**config.mk**
```make
export PLATFORM = sky130hd
export DESIGN_NAME = bmu_search_ctrl
export DESIGN_NICKNAME = d
export VERILOG_FILES = /design/src/rtl/bmu_search_ctrl.sv
export SDC_FILE = /design/constraint.sdc
export NUM_CORES = 1
export LEC_CHECK = 0
export BUFFER_PORTS_ARGS = -buffer_cell sky130_fd_sc_hd__buf_4
export CAP_MARGIN = 20
export CORE_MARGIN = 2
export CORE_UTILIZATION = 47
export DETAILED_ROUTE_END_ITERATION = 12
export MAX_ROUTING_LAYER = met4
export PLACE_DENSITY = 0.77
export SYNTH_ARGS = -nofsm -noshare
export SYNTH_HDL_FRONTEND = slang
export SYNTH_SLANG_ARGS = --single-unit
```
**constraint.sdc**
```tcl
create_clock -name clk -period 3.5 [get_ports clk]
set_clock_uncertainty 0.1 [all_clocks]
set_input_delay 0.175 -clock clk [delete_from_list [all_inputs] [get_ports clk]]
set_output_delay 0.175 -clock clk [all_outputs]
set_load 0.02 [all_outputs]
```
**src/rtl/bmu_search_ctrl.sv**
```systemverilog
// Best-match search controller: streams NUM signed distances through a
// valid/ready handshake and reports the minimum and its index (last tie wins).
module bmu_search_ctrl #(
    parameter int N   = 16,
    parameter int Q   = 8,
    parameter int NUM = 8
) (
    input  logic         clk,
    input  logic         rst_n,
    input  logic         start,
    input  logic [N-1:0] dist_in,
    input  logic         dist_valid,
    output logic         dist_ready,
    output logic [2:0]   cand_idx,
    output logic         busy,
    output logic         done,
    output logic [N-1:0] min_out,
    output logic [2:0]   min_idx
);

    typedef enum logic [1:0] {
        IDLE   = 2'd0,
        FIRST  = 2'd1,
        SCAN   = 2'd2,
        FINISH = 2'd3
    } state_e;

    localparam logic [2:0] LAST_IDX = 3'(NUM - 1);

    // Q only documents the fixed-point format; ordering is plain signed compare.
    generate
        if (NUM < 2 || NUM > 8 || Q < 0 || Q >= N) begin : g_param_check
            $error("bmu_search_ctrl: illegal parameter combination");
        end
    endgenerate

    state_e         state_q, state_d;
    logic [2:0]     cand_idx_q, cand_idx_d;
    logic [N-1:0]   min_q, min_d;
    logic [2:0]     min_idx_q, min_idx_d;

    always_ff @(posedge clk or negedge rst_n) begin
        if (!rst_n) begin
            state_q    <= IDLE;
            cand_idx_q <= '0;
            min_q      <= '0;
            min_idx_q  <= '0;
        end else begin
            state_q    <= state_d;
            cand_idx_q <= cand_idx_d;
            min_q      <= min_d;
            min_idx_q  <= min_idx_d;
        end
    end

    always_comb begin
        state_d    = state_q;
        cand_idx_d = cand_idx_q;
        min_d      = min_q;
        min_idx_d  = min_idx_q;
        dist_ready = 1'b0;
        busy       = 1'b1;
        done       = 1'b0;

        unique case (state_q)
            IDLE: begin
                busy = 1'b0;
                if (start) begin
                    state_d    = FIRST;
                    cand_idx_d = '0;
                end
            end
            FIRST: begin
                dist_ready = 1'b1;
                if (dist_valid) begin
                    min_d      = dist_in;
                    min_idx_d  = '0;
                    cand_idx_d = 3'd1;
                    state_d    = SCAN;
                end
            end
            SCAN: begin
                dist_ready = 1'b1;
                if (dist_valid) begin
                    // <= lets a later equal sample replace the current best
                    if ($signed(dist_in) <= $signed(min_q)) begin
                        min_d     = dist_in;
                        min_idx_d = cand_idx_q;
                    end
                    if (cand_idx_q == LAST_IDX) begin
                        state_d = FINISH;
                    end else begin
                        cand_idx_d = cand_idx_q + 3'd1;
                    end
                end
            end
            FINISH: begin
                done       = 1'b1;
                state_d    = IDLE;
                cand_idx_d = '0;
            end
            default: begin
                state_d = IDLE;
            end
        endcase
    end

    assign cand_idx = cand_idx_q;
    assign min_out  = min_q;
    assign min_idx  = min_idx_q;

    a_cand_idx_range: assert property (@(posedge clk) disable iff (!rst_n)
        cand_idx_q <= LAST_IDX);

    a_done_single: assert property (@(posedge clk) disable iff (!rst_n)
        done |=> !done);

endmodule
```
==> flow_metrics.py <==
metrics = {
    "run_status": {
        "status": "finished, final reports clean",
    },
    "hold_path": {
        "hp-class": "input pin to async pin",
    },
    "sta": {
        "clock.fmax_mhz": 364,
        "final.period_utilization": 0.785,
        "fin_tns_setup_ps": 0,
        "setup_violations": 0,
        "hold_violations": 0,
        "relSlewSlack": 0.736,
        "rsz0062_at_grt": "false",
        "drv_slew": 0,
        "tightestPinTransition_ps": 386,
        "layout_min_cycle_time_ps": 2750,
    },
    "synth": {
        "synth-async-reset-ratio": 1.00,
        "syn_avg_cell_area_um2": 10.7,
        "yosys.area.top_type": "dfrtp_1",
        "netlist_instances": 144,
        "ys_types": 28,
        "synth_nets": 187,
        "yosysWarnings": 0,
        "synth-edff-count": 0,
        "synth_top_area_share": 0.390,
        "synth_flop_cell": "dfrtp_1",
        "synth-seq-cells": 24,
        "netlist_top_cells_area": "dfrtp_1 (39%), ha_1 (19%), inv_1 (6.8%), mux2_4 (6.8%), mux2_2 (6.6%)",
        "post-synth-top-count-cell": "inv_1",
        "seq_area_frac_synth": 0.390,
        "synthTopCellsByCount": "inv_1 (28), dfrtp_1 (24), ha_1 (23), mux2_2 (9), nand2_1 (9)",
        "synth_area_um2": 1540,
    },
    "pwr": {
        "power_uw": 1740,
        "netSwitchingFraction": 0.430,
        "internal_power_uw": 992,
        "p_seq_frac": 0.289,
        "p_clk_frac": 0.087,
        "power_switching_uw": 747,
        "p_leak_uw": 0.00108,
        "combPwrFrac": 0.624,
        "p_per_area_nw_per_um2": 824,
        "ir_worst_vdd_uv": 434,
    },
    "drt": {
        "wl_per_cell_um": 13.0,
        "drc": 0,
        "drt_iter0_markers": 38,
        "wl_mm": 3.27,
        "drt-vias-per-instance": 4.91,
        "vias": 1232,
        "antenna_left": 0,
        "dr.pass1.iters": 4,
    },
    "placed_design": {
        "gp_congestion": 0.789,
        "hpwlAfterDp_mm": 2.38,
        "place_inst": 230,
        "portBuffers": 44,
    },
    "clocking": {
        "cts_tree": "built",
        "ctsLongestPathBuffers": 2,
        "cts_setup_buffers": 0,
        "h-tree-depth": 1,
        "insertion_delay_ps": 330,
        "clock_sinks": 24,
        "cts-buffers-inserted": 3,
        "cts_resized": 0,
        "cts.clk_slew.worst_paths_ps": 140,
        "clock-root-buffer": "clkbuf_4",
    },
    "layout": {
        "fillers": 260,
        "drive_gt1_frac": 0.333,
        "num_antenna_cells": 0,
        "fin_nets": 251,
        "areaGrowthSynthToFinish_pct": 36.9,
        "stdcell_count": 251,
    },
    "setup_path": {
        "rrSetupSlack_ps": 830,
        "r2r_start": "min_out[15]",
        "crit_arrival_ps": 2880,
        "r2r-end": "min_out[5]",
        "cp_data_required_time_ps": 3630,
        "r2r_cells": 8,
        "critical_path_class": "input pin to flip-flop",
        "cp-startpoint": "dist_in[15]",
        "cp-start-kind": "input pin",
        "end_kind": "flip-flop",
        "critPathCapture": "min_out[5]",
        "crit_fanout": 19,
    },
    "global_routing": {
        "grt_pass1_vias": 1238,
        "gr-usage-all-layers": 0.203,
        "grt-ovfl-total": 0,
        "grt_antenna_before_repair": 0,
        "grt_pass1_wl_mm": 5.40,
        "grt_max_degree": 25,
    },
    "floorplan": {
        "core_um2": 3080,
        "rows": 20,
        "chipHeight_um": 61.3,
        "start_util": 0.501,
        "die_area_um2": 3750,
        "die_x_um": 61.3,
        "ios": 45,
    },
    "run": {
        "maxCapViolations": 0,
    },
}
-- cell families after synthesis --
kind of cell,Yosys count,synth area share
buf+inv,30,0.0836
compound gates,22,0.0901
mux,19,0.153
fa+ha+maj,23,0.187
simple gates,26,0.0966
flops,24,0.390
-- cell type report --
| type | instances | area, µm² | share of cell area |
|---|---|---|---|
| clock buffer | 4 | 36.3 | 0.0172 |
| tap | 44 | 55.1 | 0.0261 |
| multi-input combinational | 90 | 812 | 0.385 |
| inverter | 28 | 105 | 0.0498 |
| sequential | 24 | 601 | 0.285 |
| timing repair buffer | 61 | 500 | 0.237 |
-- power by group through the flow --
stage               Sequential [µW]  Clock, µW  Combinational (µW)
CTS                             502        154                1090
floorplan                       621          0                 622
global placement                496          0                1040
finish                          502        152                1080
global route                    520        165                1190
detailed placement              508          0                1070
-- cell usage in the layout (no fill, tap or decap), types with 6 or more instances in the layout --
master,n
buf_4,44
inv_1,28
dfrtp_1,24
ha_1,23
dlygate4sd3_1,17
nand2_1,9
mux2_2,9
a21oi_1,7
mux2_4,7
nand4_1,6
o21ai_0,6
-- state kept, by name, summed over array words and instances, names as in the netlist --
signal / count
cand_idx: 3
min_out: 16
state_q: 2
min_idx: 3
-- metal layers --
metal | vias to the layer above | routed length, µm | GRT usage
met5 | - | 0 | -
met4 | 0 | 49 | 0.0807
met3 | 5 | 128 | 0.0231
met2 | 32 | 1650 | 0.350
met1 | 576 | 1440 | 0.242
li1 | 619 | - | -
-- stage by stage --
| stage | cell area [µm²] | hold slack (ps) | setup slack, ps | utilization |
|---|---|---|---|---|
| finish | 2110 | 160 | 752 | 0.685 |
| global route | 2110 | 192 | 589 | 0.685 |
| CTS | 2110 | 175 | 727 | 0.685 |
| detailed placement | 1900 | -1.49 | 827 | 0.618 |
| global placement | 1900 | -10.5 | 954 | 0.618 |
| floorplan | 1540 | -221 | 936 | - |
-- worst max-delay path: stages --
cell,delay (ps)
dlygate4sd3_1,530
buf_4,140
ha_1,300
nand4_1,190
nor4_2,370
o21ai_1,140
a311o_1,370
nand3_4,260
mux2_2,390
-- what timing repair did --
action                                 4_1_cts  5_1_grt
hold buffers                                17        0
endpoints found under the hold margin       40        0
setup endpoints to repair                    0        0
-- worst min path at each step --
| stage | startpoint | endpoint | slack (ps) | cells after the start |
|---|---|---|---|---|
| after floorplan | rst_n | cand_idx[0] | -220 | 0 |
| after global placement | rst_n | min_out[3] | -10 | 1 |
| after global routing | rst_n | min_out[7] | 190 | 2 |
| after CTS | rst_n | min_out[7] | 180 | 2 |
| final | rst_n | min_out[7] | 160 | 2 |
| after detailed placement | rst_n | min_out[7] | -1 | 1 |
Power figures use the tool's default switching activity.
